$ cat config.mk
export PLATFORM = sky130hd
export DESIGN_NAME = dmem_rmw_sequencer
export DESIGN_NICKNAME = d
export VERILOG_FILES = /design/src/rtl/dmem_pkg.sv /design/src/rtl/dmem_merge.sv /design/src/rtl/dmem_rmw_sequencer.sv
export SDC_FILE = /design/constraint.sdc
export NUM_CORES = 1
export LEC_CHECK = 0
export BUFFER_PORTS_ARGS = -buffer_cell sky130_fd_sc_hd__buf_2
export CAP_MARGIN = 20
export CORE_MARGIN = 2
export CORE_UTILIZATION = 45
export DETAILED_ROUTE_END_ITERATION = 12
export PLACE_DENSITY = 0.78
export SLEW_MARGIN = 40
export SYNTH_ARGS = -nofsm -noshare
export SYNTH_HDL_FRONTEND = slang
export SYNTH_SLANG_ARGS = --single-unit
$ cat constraint.sdc
create_clock -name CLK -period 4.42 [get_ports CLK]
set_input_delay 1.326 -clock CLK [delete_from_list [all_inputs] [get_ports CLK]]
set_output_delay 1.326 -clock CLK [all_outputs]
set_load 0.02 [all_outputs]
$ cat src/rtl/dmem_pkg.sv
// Shared encodings for the data-memory read-modify-write sequencer:
// store/load op codes, sequencer states and big-endian byte-lane helpers.
package dmem_pkg;

    localparam logic [2:0] OP_W  = 3'd0;
    localparam logic [2:0] OP_H  = 3'd1;
    localparam logic [2:0] OP_B  = 3'd2;
    localparam logic [2:0] OP_WL = 3'd3;
    localparam logic [2:0] OP_WR = 3'd4;

    localparam int LANES  = 4;
    localparam int BYTE_W = 8;

    typedef enum logic [1:0] {
        IDLE = 2'd0,
        RD   = 2'd1,
        WR   = 2'd2,
        RESP = 2'd3
    } state_e;

    // Byte lane idx of a word, lane 0 being the most significant byte.
    function automatic logic [7:0] get_byte(input logic [31:0] w, input int idx);
        return w[(LANES * BYTE_W - 1) - BYTE_W * idx -: 8];
    endfunction

endpackage

$ cat src/rtl/dmem_merge.sv
// Combinational byte-lane merge for partial stores, plus the per-op flags
// telling the sequencer whether the old word must be read and whether the op is illegal.
module dmem_merge
    import dmem_pkg::*;
(
    input  logic [31:0] old_word,
    input  logic [31:0] wdata,
    input  logic [2:0]  op,
    input  logic [1:0]  k,
    input  logic        write,
    output logic [31:0] new_word,
    output logic        needs_read,
    output logic        misaligned
);

    // Lane-by-lane select between the old word and the shifted store data.
    always_comb begin
        new_word = old_word;
        for (int i = 0; i < LANES; i++) begin
            case (op)
                OP_W: new_word[31 - BYTE_W * i -: 8] = get_byte(wdata, i);
                OP_H: begin
                    if ((i / 2) == (int'(k) / 2)) begin
                        new_word[31 - BYTE_W * i -: 8] = get_byte(wdata, 2 + (i % 2));
                    end else begin
                        new_word[31 - BYTE_W * i -: 8] = get_byte(old_word, i);
                    end
                end
                OP_B: begin
                    if (i == int'(k)) begin
                        new_word[31 - BYTE_W * i -: 8] = get_byte(wdata, 3);
                    end else begin
                        new_word[31 - BYTE_W * i -: 8] = get_byte(old_word, i);
                    end
                end
                OP_WL: begin
                    if (i >= int'(k)) begin
                        new_word[31 - BYTE_W * i -: 8] = get_byte(wdata, i - int'(k));
                    end else begin
                        new_word[31 - BYTE_W * i -: 8] = get_byte(old_word, i);
                    end
                end
                OP_WR: begin
                    if (i <= int'(k)) begin
                        new_word[31 - BYTE_W * i -: 8] = get_byte(wdata, 3 - int'(k) + i);
                    end else begin
                        new_word[31 - BYTE_W * i -: 8] = get_byte(old_word, i);
                    end
                end
                default: new_word[31 - BYTE_W * i -: 8] = get_byte(old_word, i);
            endcase
        end
    end

    // Stores that overwrite every lane skip the read; undefined store codes are rejected.
    always_comb begin
        needs_read = 1'b1;
        misaligned = 1'b0;
        if (write) begin
            case (op)
                OP_W: begin
                    needs_read = 1'b0;
                    misaligned = (k != 2'd0);
                end
                OP_H: begin
                    needs_read = 1'b1;
                    misaligned = k[0];
                end
                OP_B: begin
                    needs_read = 1'b1;
                    misaligned = 1'b0;
                end
                OP_WL: begin
                    needs_read = (k != 2'd0);
                    misaligned = 1'b0;
                end
                OP_WR: begin
                    needs_read = (k != 2'd3);
                    misaligned = 1'b0;
                end
                default: begin
                    needs_read = 1'b0;
                    misaligned = 1'b1;
                end
            endcase
        end else begin
            needs_read = 1'b1;
            misaligned = 1'b0;
        end
    end

endmodule

$ cat src/rtl/dmem_rmw_sequencer.sv
// Owns the word-only data memory port: single accesses for loads and full-word
// stores, read-merge-write for partial stores, with per-transaction ack timeout.
module dmem_rmw_sequencer
    import dmem_pkg::*;
#(
    parameter int unsigned TIMEOUT = 255
)
(
    input  logic        CLK,
    input  logic        RESET,
    input  logic        req_valid,
    output logic        req_ready,
    input  logic        req_write,
    input  logic [2:0]  req_op,
    input  logic [31:0] req_addr,
    input  logic [31:0] req_wdata,
    output logic        rsp_valid,
    output logic [31:0] rsp_rdata,
    output logic        err_OUT,
    output logic        stall_OUT,
    output logic [31:0] dm_addr,
    output logic        dm_read,
    output logic        dm_write,
    output logic [31:0] dm_wdata,
    input  logic [31:0] dm_rdata,
    input  logic        dm_ack
);

    localparam int unsigned CNT_W = (TIMEOUT < 2) ? 1 : $clog2(TIMEOUT);
    localparam logic [CNT_W-1:0] CNT_LAST = CNT_W'(TIMEOUT - 1);

    state_e            state_q, state_d;
    logic              write_q, write_d;
    logic [2:0]        op_q, op_d;
    logic [1:0]        k_q, k_d;
    logic [31:0]       wdata_q, wdata_d;
    logic [31:0]       rdata_q, rdata_d;
    logic [CNT_W-1:0]  cnt_q, cnt_d;
    logic [31:0]       dm_addr_q, dm_addr_d;
    logic              dm_read_q, dm_read_d;
    logic              dm_write_q, dm_write_d;
    logic [31:0]       dm_wdata_q, dm_wdata_d;
    logic              rsp_valid_q, rsp_valid_d;
    logic [31:0]       rsp_rdata_q, rsp_rdata_d;
    logic              err_q, err_d;

    logic [31:0]       m_old_s, m_wdata_s, m_new_s;
    logic [2:0]        m_op_s;
    logic [1:0]        m_k_s;
    logic              m_write_s, m_needs_read_s, m_misaligned_s;

    // In IDLE the merge sees the live request; afterwards the latched one, with
    // the word arriving from memory while the read is being acknowledged.
    always_comb begin
        if (state_q == IDLE) begin
            m_write_s = req_write;
            m_op_s    = req_write ? req_op : OP_W;
            m_k_s     = req_addr[1:0];
            m_wdata_s = req_wdata;
        end else begin
            m_write_s = write_q;
            m_op_s    = op_q;
            m_k_s     = k_q;
            m_wdata_s = wdata_q;
        end
        if (state_q == RD) begin
            m_old_s = dm_rdata;
        end else begin
            m_old_s = rdata_q;
        end
    end

    dmem_merge u_merge (
        .old_word   (m_old_s),
        .wdata      (m_wdata_s),
        .op         (m_op_s),
        .k          (m_k_s),
        .write      (m_write_s),
        .new_word   (m_new_s),
        .needs_read (m_needs_read_s),
        .misaligned (m_misaligned_s)
    );

    // Next-state and next-output computation for the sequencer.
    always_comb begin
        state_d     = state_q;
        write_d     = write_q;
        op_d        = op_q;
        k_d         = k_q;
        wdata_d     = wdata_q;
        rdata_d     = rdata_q;
        cnt_d       = cnt_q;
        dm_addr_d   = dm_addr_q;
        dm_read_d   = dm_read_q;
        dm_write_d  = dm_write_q;
        dm_wdata_d  = dm_wdata_q;
        rsp_valid_d = 1'b0;
        rsp_rdata_d = rsp_rdata_q;
        err_d       = err_q;
        case (state_q)
            IDLE: begin
                if (req_valid) begin
                    write_d   = req_write;
                    op_d      = m_op_s;
                    k_d       = req_addr[1:0];
                    wdata_d   = req_wdata;
                    dm_addr_d = {req_addr[31:2], 2'b00};
                    cnt_d     = '0;
                    err_d     = 1'b0;
                    if (m_misaligned_s) begin
                        state_d     = RESP;
                        err_d       = 1'b1;
                        rsp_valid_d = 1'b1;
                        rsp_rdata_d = 32'h0000_0000;
                    end else if (m_needs_read_s) begin
                        state_d   = RD;
                        dm_read_d = 1'b1;
                    end else begin
                        state_d    = WR;
                        dm_write_d = 1'b1;
                        dm_wdata_d = m_new_s;
                    end
                end else begin
                    state_d = IDLE;
                end
            end
            RD: begin
                if (dm_ack) begin
                    rdata_d   = dm_rdata;
                    dm_read_d = 1'b0;
                    cnt_d     = '0;
                    if (write_q) begin
                        state_d    = WR;
                        dm_write_d = 1'b1;
                        dm_wdata_d = m_new_s;
                    end else begin
                        state_d     = RESP;
                        rsp_valid_d = 1'b1;
                        rsp_rdata_d = dm_rdata;
                    end
                end else if (cnt_q == CNT_LAST) begin
                    state_d     = RESP;
                    dm_read_d   = 1'b0;
                    err_d       = 1'b1;
                    rsp_valid_d = 1'b1;
                    rsp_rdata_d = 32'h0000_0000;
                end else begin
                    cnt_d = cnt_q + CNT_W'(1);
                end
            end
            WR: begin
                if (dm_ack) begin
                    state_d     = RESP;
                    dm_write_d  = 1'b0;
                    rsp_valid_d = 1'b1;
                    rsp_rdata_d = 32'h0000_0000;
                end else if (cnt_q == CNT_LAST) begin
                    state_d     = RESP;
                    dm_write_d  = 1'b0;
                    err_d       = 1'b1;
                    rsp_valid_d = 1'b1;
                    rsp_rdata_d = 32'h0000_0000;
                end else begin
                    cnt_d = cnt_q + CNT_W'(1);
                end
            end
            RESP: begin
                state_d = IDLE;
            end
            default: begin
                state_d    = IDLE;
                dm_read_d  = 1'b0;
                dm_write_d = 1'b0;
            end
        endcase
    end

    // Sequencer state and registered outputs; reset abandons any in-flight op.
    always_ff @(posedge CLK or negedge RESET) begin
        if (!RESET) begin
            state_q     <= IDLE;
            write_q     <= 1'b0;
            op_q        <= OP_W;
            k_q         <= 2'd0;
            wdata_q     <= 32'h0000_0000;
            rdata_q     <= 32'h0000_0000;
            cnt_q       <= '0;
            dm_addr_q   <= 32'h0000_0000;
            dm_read_q   <= 1'b0;
            dm_write_q  <= 1'b0;
            dm_wdata_q  <= 32'h0000_0000;
            rsp_valid_q <= 1'b0;
            rsp_rdata_q <= 32'h0000_0000;
            err_q       <= 1'b0;
        end else begin
            state_q     <= state_d;
            write_q     <= write_d;
            op_q        <= op_d;
            k_q         <= k_d;
            wdata_q     <= wdata_d;
            rdata_q     <= rdata_d;
            cnt_q       <= cnt_d;
            dm_addr_q   <= dm_addr_d;
            dm_read_q   <= dm_read_d;
            dm_write_q  <= dm_write_d;
            dm_wdata_q  <= dm_wdata_d;
            rsp_valid_q <= rsp_valid_d;
            rsp_rdata_q <= rsp_rdata_d;
            err_q       <= err_d;
        end
    end

    assign req_ready = (state_q == IDLE);
    assign stall_OUT = (state_q == RD) || (state_q == WR) || ((state_q == IDLE) && req_valid);
    assign rsp_valid = rsp_valid_q;
    assign rsp_rdata = rsp_rdata_q;
    assign err_OUT   = err_q;
    assign dm_addr   = dm_addr_q;
    assign dm_read   = dm_read_q;
    assign dm_write  = dm_write_q;
    assign dm_wdata  = dm_wdata_q;

endmodule

==> results by group, run 1 <==
STA
  – Worst slew pin tran: ~800 ps
  – Max Clk Rate: approximately 280 MHz
  – Crit share post-route: ~81%
  – Final WS setup: 821 ps
  – Setup violators final: 0
  – Worst clock skew: around 12 ps
  – Setup TNS: 0 ps
  – RSZ-0062 raised after global routing: no
  – Max_slew headroom: about 46%
  – Hold Vio Cnt, Final: 0
  – Slew Viols, Final: 0
  – Minimum clock period: approximately 3600 ps

Global route
  – Met3 GRT Util: approximately 6.1%
  – Initial antenna violation count: 1
  – Met1 usage: a little under two fifths
  – Met2 Use GR: 39.3%
  – Largest net degree at the start of global routing: 84
  – GRT overflow: 0
  – Gr usage total: between 20% and 30%
  – Number of global-route vias before repair: ~9,100
  – First-pass GRT wire length: a little over 50 mm
  – Top Usage Layer GRT: met2

Worst setup path
  – Reg2reg setup slack: 820 ps
  – CP required: around 4700 ps
  – Critical path endpoint category: register
  – Critical R2R Capture: dm_wdata[27]$_DFFE_PN0P_
  – R2r worst-path depth: 9
  – WS Path Type: register to register
  – WP data arrival: between 3000 and 4000 ps
  – Max FO, Critical Path: 25
  – Startpoint types: register
  – Worst Setup SP: state_q[1]$_DFF_PN0_
  – RR Startpoint: state_q[1]$_DFF_PN0_
  – Worst Setup EP: dm_wdata[27]$_DFFE_PN0P_

Worst hold path
  – Hold_sp: dm_write$_DFFE_PN0P_
  – Worst hold path class: register to register

Clocking
  – H-tree lvl count: 4
  – Clock sinks: about 180
  – Post-CTS Setup Repair Bufs: 0
  – TritonCTS Buffers: 17
  – Clk pin slew, worst setup/hold paths: approximately 70 ps
  – Clock Root Buffer: clkbuf_16
  – CTS tree: yes
  – Cts repair resizes: 0
  – Post-CTS Hold Buffers: 0
  – Clock Latency Late Sink: roughly 440 ps
  – CTS Buffer Depth: 2

Placed design
  – Port bufs: roughly 200
  – Pre-CTS setup slack: 710 ps
  – DP Wirelength: 24.1 mm
  – Placer Congestion: roughly 1.0

Yosys
  – Netlist Area Pre-Place: 10,700 um^2
  – Flops & latches, synth: roughly 180
  – Syn Area/Cell: around 11 um^2
  – Asr flop ratio synth: 100%
  – EDFF count, synth: 0
  – Seq/Total Area, Yosys: between 40 and 50%
  – Distinct cells, synth: 70
  – Post-Synthesis Cells: slightly above 1,000
  – Yosys Warn Count: 0
  – Ys flop type: dfrtp_1

Detailed routing
  – # DRC: 0
  – Final ANT Viol Nets: 0
  – Iteration count of the initial detailed-routing pass: 5
  – Vias: approximately 9,400
  – Detailed Route Iter0 Violations: about 1,100
  – Per-cell routed wire length: 21.8 um
  – Vias per cell: between 6 and 7
  – Routed WL: between 30 and 40 mm

Final layout
  – Final net count: between 1,000 and 1,500
  – P&R area growth vs syn: 18.2%
  – FILL cells: 2,085
  – Most frequent cells in the layout: buf_2 (202), dfrtp_1 (178), mux2_2 (135), mux2i_1 (80), nand2_1 (67)
  – Antenna fix cells: 0
  – FF+latch area: ~4500 um^2
  – Share of cells above drive strength 1: 36.3%
  – Multi-input logic area: 5900 um^2
  – Most common cell after layout, fill and taps aside: buf_2

Die
  – # IOs: 206
  – Initial cell density of the core: 45.8%
  – Die Span Y: about 160 um
  – Die area: 25,100 um^2
  – Die width: approximately 160 um
  – Row cnt: 56
  – Core area: around 23,000 um^2

Power
  – Ratio of total power to cell area: 900 nW/um^2
  – Worst ir drop on vdd: slightly above 0.0004 V
  – Leakage: 5.73 nW

Outcome
  – Status: completed

Job
  – Number of max-cap violations: 0
## sequential cells by signal (all words and copies together) (netlist names)
register and count:
cnt_q 8, state_q 2, wdata_q 32, op_q 3, dm_wdata 32, rsp_valid 1
write_q 1, dm_addr 30, rdata_q 32, err_OUT 1, k_q 2, dm_write 1
rsp_rdata 32, dm_read 1
## logic make-up after synthesis
kind of cell               Yosys count  share of synthesized area (%)
other                                1                         0.0349
DFF                                178                           41.4
buffers and inverters               89                           3.87
AOI/OAI and AO/OA                  270                           17.6
muxes                              234                           25.4
adders and majority gates           12                           1.40
and+or+nand+nor                    227                           10.2
## per-stage QoR
step | util (%) | area [um^2] | hold WS (ps) | instances | power [W]
finish | 54.1 | 12700 | 476 | 1524 | 0.0114
global route | 54.1 | 12700 | 510 | 1524 | 0.0121
CTS | 54.1 | 12700 | 480 | 1524 | 0.0113
floorplan | - | 10800 | 475 | 1012 | 0.00765
detailed placement | 51.6 | 12100 | 465 | 1494 | 0.00972
global placement | 51.6 | 12100 | 460 | 1494 | 0.00962
## synthesized netlist by cell type (all sizes together), types with 6 or more instances
master	n	area, um^2
o41a	7	78.8
o41ai	7	61.3
nand3b	9	67.6
o21ai	39	195
buf	40	228
mux2i	82	833
nand3	28	140
mux4	16	364
nor3	14	70.1
ha	12	150
a22o	34	298
nor2	60	225
inv	10	40.0
a21oi	48	244
mux2	136	1540
o2111ai	6	52.6
o31ai	8	60.1
nand2	68	255
dfrtp	178	4450
nand4	7	58.8
a31oi	17	106
o22ai	34	213
a211oi	11	82.6
clkbuf	39	148
a21o	8	60.1
o32ai	11	96.3
o21a	9	67.6
and2	10	65.1
## worst max-delay path: stages, from the launching register on
cell	delay, ps
dfrtp_1	400
inv_1	140
ha_2	500
buf_4	440
mux2i_1	620
mux2i_1	160
mux2i_1	440
a31oi_1	180
o32ai_1	420
o21ai_0	150
## power breakdown
| part | total (W) | internal (W) | leakage [nW] | switching, W |
|---|---|---|---|---|
| Clock | 0.00155 | 0.000844 | 0.279 | 0.000706 |
| Sequential | 0.00269 | 0.00230 | 2.21 | 0.000391 |
| Combinational | 0.00720 | 0.00291 | 3.24 | 0.00428 |
| Total | 0.0114 | 0.00606 | 5.73 | 0.00538 |
## layer usage
layer | vias to the layer above | wire length [um]
li1 | 4230 | -
met1 | 4635 | 15000
met2 | 487 | 14200
met3 | 75 | 2930
met4 | 0 | 1020
met5 | - | 0
## cell type report
cell class	count	share of cell area (%)
clock buffers	18	3.38
clock inverters	12	1.17
inverters	10	0.315
multi-input cells	745	46.4
flip-flops and latches	178	35.1
well taps	319	3.14
repair buffers	242	10.5
## worst min path at each step
stage	endpoint	cells after the start
final	dm_write$_DFFE_PN0P_	1
after floorplan	rdata_q[15]$_DFFE_PN0P_	1
after global placement	dm_write$_DFFE_PN0P_	1
after detailed placement	dm_write$_DFFE_PN0P_	1
after global routing	rdata_q[6]$_DFFE_PN0P_	1
after CTS	dm_write$_DFFE_PN0P_	1
Power figures use the tool's default switching activity.
==> run 2: changes to the inputs <==
--- a/config.mk
+++ b/config.mk
@@ -5,12 +5,13 @@
 export SDC_FILE = /design/constraint.sdc
 export NUM_CORES = 1
 export LEC_CHECK = 0
+export ABC_AREA = 1
 export BUFFER_PORTS_ARGS = -buffer_cell sky130_fd_sc_hd__buf_2
 export CAP_MARGIN = 20
 export CORE_MARGIN = 2
 export CORE_UTILIZATION = 45
 export DETAILED_ROUTE_END_ITERATION = 12
-export PLACE_DENSITY = 0.78
+export PLACE_DENSITY = 0.77
 export SLEW_MARGIN = 40
 export SYNTH_ARGS = -nofsm -noshare
 export SYNTH_HDL_FRONTEND = slang
==> constraint.sdc (replaced) <==
create_clock -name CLK -period 3.4 [get_ports CLK]
set_input_delay 1.02 -clock CLK [delete_from_list [all_inputs] [get_ports CLK]]
set_output_delay 1.02 -clock CLK [all_outputs]
set_load 0.02 [all_outputs]
==> run 2 against run 1 <==
- core utilization is 1.2 points lower
- highest routed layer unchanged
- clock power increased by 34%
- clock-buffer cell count did not move
- combinational power grew 42%
- largest cell class unchanged
- hold slack about the same
- largest power group unchanged
- critical path type unchanged
- setup slack worse by 520 ps
- fmax increased by 16%
==> results by group, run 2 <==
Outcome
  – Status: completed (unchanged)

Clocking
  – CTS tree: yes (unchanged)
  – Post-CTS Hold Buffers: 0 (unchanged)
  – Cts repair resizes: 0 (unchanged)
  – Clock Root Buffer: clkbuf_16 (unchanged)
  – Clk pin slew, worst setup/hold paths: 80 ps (was 70 ps)
  – H-tree lvl count: 4 (unchanged)
  – Post-CTS Setup Repair Bufs: 0 (unchanged)
  – CTS Buffer Depth: 2 (unchanged)
  – Clock sinks: 178 (unchanged)
  – TritonCTS Buffers: 17 (unchanged)
  – Clock Latency Late Sink: 450 ps (was 440 ps)

Yosys
  – Distinct cells, synth: 38 (was 70)
  – Asr flop ratio synth: 100% (unchanged)
  – Area share of the largest cell type after synthesis: 37.5% (was 41.4%)
  – Ys flop type: dfrtp_1 (unchanged)
  – Netlist Area Pre-Place: 11,900 um^2 (was 10,700 um^2)
  – Synth top area cells: dfrtp_1 (38%), nand2_1 (29%), o21ai_0 (5.9%), nand3_1 (5.7%), inv_1 (3.4%) (was dfrtp_1 (41%), mux2_2 (14%), mux2i_1 (7.5%), mux4_2 (3.1%), a22o_1 (2.8%))
  – Most common cell in the synthesized netlist: nand2_1 (was dfrtp_1)
  – Top post-synthesis cells by count: nand2_1 (926), dfrtp_1 (178), o21ai_0 (140), nand3_1 (136), inv_1 (108) (was dfrtp_1 (178), mux2_2 (135), mux2i_1 (81), nand2_1 (68), nor2_1 (60))
  – Post-Synthesis Cells: 1,852 (was 1,011)
  – Syn Area/Cell: 6.41 um^2 (was 10.6 um^2)
  – EDFF count, synth: 0 (unchanged)
  – Synth area leader: dfrtp_1 (unchanged)
  – Yosys Warn Count: 0 (unchanged)
  – Flops & latches, synth: 178 (unchanged)
  – Seq/Total Area, Yosys: 37.5% (was 41.4%)

Power
  – Power Total: 0.0157 W (was 0.0114 W)
  – Sw Pwr: 0.00877 W (was 0.00538 W)
  – Worst ir drop on vdd: 0.000525 V (was 0.000404 V)
  – Clk pwr share: 13.3% (was 13.6%)
  – Comb power frac: 64.8% (was 62.9%)
  – Ratio of total power to cell area: 1140 nW/um^2 (was 900 nW/um^2)
  – Pint: 0.00689 W (was 0.00606 W)
  – Seq pwr share: 21.9% (was 23.5%)
  – Switching Fraction: 56.0% (was 47.0%)
  – Leakage: 7.69 nW (was 5.73 nW)

STA
  – Worst clock skew: 13.1 ps (was 11.5 ps)
  – Setup TNS: 0 ps (unchanged)
  – Minimum clock period: 3100 ps (was 3600 ps)
  – Final WS setup: 298 ps (was 821 ps)
  – Crit share post-route: 91.2% (was 81.4%)
  – Worst slew pin tran: 779 ps (was 784 ps)
  – RSZ-0062 raised after global routing: no (unchanged)
  – Max_slew headroom: 48.1% (was 46.3%)
  – Setup violators final: 0 (unchanged)
  – Slew Viols, Final: 0 (unchanged)
  – Hold Vio Cnt, Final: 0 (unchanged)
  – Max Clk Rate: 322 MHz (was 278 MHz)

Worst setup path
  – Startpoint types: register (unchanged)
  – WP data arrival: 3480 ps (was 3910 ps)
  – Slowest CP cell: o21ai_0 (was mux2i_1)
  – Max FO, Critical Path: 32 (was 25)
  – CP delay by family, top: buffers and inverters (was multiplexers)
  – Cell mode on critical path: nand2_1 (was mux2i_1)
  – Slowest stage delay, CP: 460 ps (was 620 ps)
  – Critical path endpoint category: register (unchanged)
  – Worst Path Buf+Inv: 4 (was 2)
  – CP required: 3780 ps (was 4730 ps)
  – Critical Path, Cell by Cell: inv_1 -> ha_2 -> inv_4 -> nand2_1 -> nand2_1 -> buf_4 -> ha_1 -> inv_1 -> o21ai_0 -> nand2_1 -> nand3_1 -> nand2_1 -> nand2_1 (was inv_1 -> ha_2 -> buf_4 -> mux2i_1 -> mux2i_1 -> mux2i_1 -> a31oi_1 -> o32ai_1 -> o21ai_0)
  – WS Path Type: register to register (unchanged)

Final layout
  – Most frequent cells in the layout: nand2_1 (925), buf_2 (202), dfrtp_1 (178), o21ai_0 (139), nand3_1 (136) (was buf_2 (202), dfrtp_1 (178), mux2_2 (135), mux2i_1 (80), nand2_1 (67))
  – FILL cells: 2,607 (was 2,085)
  – Multi-input logic area: 6430 um^2 (was 5900 um^2)
  – FF+latch area: 4450 um^2 (unchanged)
  – Final core utilization: 52.9% (was 54.1%)
  – Antenna fix cells: 0 (unchanged)
  – P&R area growth vs syn: 15.8% (was 18.2%)
  – Final net count: 2,136 (was 1,310)
  – Share of cells above drive strength 1: 17.1% (was 36.3%)
  – Most common cell after layout, fill and taps aside: nand2_1 (was buf_2)

Global route
  – Largest net degree at the start of global routing: 83 (was 84)
  – Number of global-route vias before repair: 12,100 (was 9,142)
  – Gr usage total: 29.2% (was 26.5%)
  – Initial antenna violation count: 0 (was 1)
  – First-pass GRT wire length: 64.8 mm (was 51.1 mm)
  – GRT overflow: 0 (unchanged)

Placed design
  – Pre-CTS setup slack: 238 ps (was 710 ps)
  – DP Wirelength: 30.0 mm (was 24.1 mm)
  – Port bufs: 203 (unchanged)
  – Placer Congestion: 1.07 (was 1.04)

Detailed routing
  – Routed WL: 40.3 mm (was 33.2 mm)
  – Final ANT Viol Nets: 0 (unchanged)
  – Vias per cell: 5.33 (was 6.19)
  – # DRC: 0 (unchanged)
  – Iteration count of the initial detailed-routing pass: 8 (was 5)
  – Vias: 12,600 (was 9,427)
  – Per-cell routed wire length: 17.0 um (was 21.8 um)
  – Detailed Route Iter0 Violations: 1,465 (was 1,058)

Worst hold path
  – Worst hold path class: register to register (unchanged)

Die
  – Die width: 166 um (was 159 um)
  – # IOs: 206 (unchanged)
  – Die area: 27,700 um^2 (was 25,100 um^2)
  – Die Span Y: 166 um (was 159 um)
  – Core area: 26,000 um^2 (was 23,500 um^2)
  – Row cnt: 59 (was 56)
  – Initial cell density of the core: 45.7% (was 45.8%)

Job
  – Number of max-cap violations: 0 (unchanged)
[run 2: cell types whose count changed in the layout (fill, tap and decap cells not counted), moves of 14 or more]
| cell | delta |
|---|---|
| nand3_1 | +108 |
| o22ai_1 | -29 |
| mux2i_1 | -80 |
| nand2_1 | +858 |
| inv_1 | +100 |
| o21ai_2 | +33 |
| a22o_1 | -34 |
| nor2_1 | +47 |
| mux4_2 | -15 |
| o21ai_0 | +103 |
| mux2_2 | -135 |
| a31oi_1 | -14 |
[run 2: worst paths after layout]
check | start | end | slack (ps) | cells past startpoint
setup / recovery | state_q[0]$_DFF_PN0_ | dm_wdata[23]$_DFFE_PN0P_ | 300 | 13
hold / removal | dm_addr[9]$_DFFE_PN0P_ | dm_addr[9]$_DFFE_PN0P_ | 480 | 2
setup reg to reg | state_q[0]$_DFF_PN0_ | dm_wdata[23]$_DFFE_PN0P_ | 300 | 13
max in group asynchronous | RESET | dm_wdata[27]$_DFFE_PN0P_ | 2080 | 2
min in group asynchronous | RESET | wdata_q[17]$_DFFE_PN0P_ | 600 | 1
hold reg to reg | dm_addr[9]$_DFFE_PN0P_ | dm_addr[9]$_DFFE_PN0P_ | 480 | 2
[run 2: final cells by class]
cell class	instances	share of cell area, %
sequential	178	32.4
tap	335	3.05
clock buffer	18	3.19
timing repair buffer	241	10.1
multi-input combinational	1461	46.7
inverter	121	3.37
clock inverter	14	1.21
[run 2: logic make-up (layout without fill, tap and decap cells)]
group	Yosys count	in the layout	synth area share, %
AOI/OAI and AO/OA	233	233	11.1
xor gates and xnor gates	1	1	0.0738
DFF	178	178	37.5
and+or+nand+nor	1213	1213	41.6
buffers and inverters	214	394	8.44
other	1	2	0.0316
adders and majority gates	12	12	1.26
[run 2: power by group through the flow]
stage                     combinational (W)  clock, W  sequential [W]
after detailed placement            0.00993         0         0.00344
after global routing                 0.0112   0.00218         0.00353
after floorplan                     0.00648         0         0.00389
after CTS                           0.00998   0.00210         0.00342
final                                0.0102   0.00208         0.00343
after global placement              0.00983         0         0.00344
[run 2: routing by layer]
| layer | routed length, um | track usage, % | vias to the layer above | share of wire (%) |
|---|---|---|---|---|
| met5 | 0 | 0 | - | 0 |
| met4 | 1990 | 14.6 | 0 | 4.9 |
| met3 | 2720 | 4.21 | 118 | 6.7 |
| met2 | 18600 | 47.1 | 526 | 46 |
| met1 | 17000 | 38.7 | 5822 | 42 |
| li1 | - | - | 6150 | - |
[run 2: worst min-delay path: stages (launching register included)]
cell     delay, ps
dfrtp_1        340
nand2_1         50
nand2_1         50
[run 2: per-stage QoR]
stage	cells	hold WS, ps	cell area (um^2)
5_1_grt	2368	501	13800
4_1_cts	2368	481	13800
6_report	2368	476	13800
3_3_place_gp	2336	458	13100
3_5_place_dp	2336	460	13100
2_1_floorplan	1853	449	11900
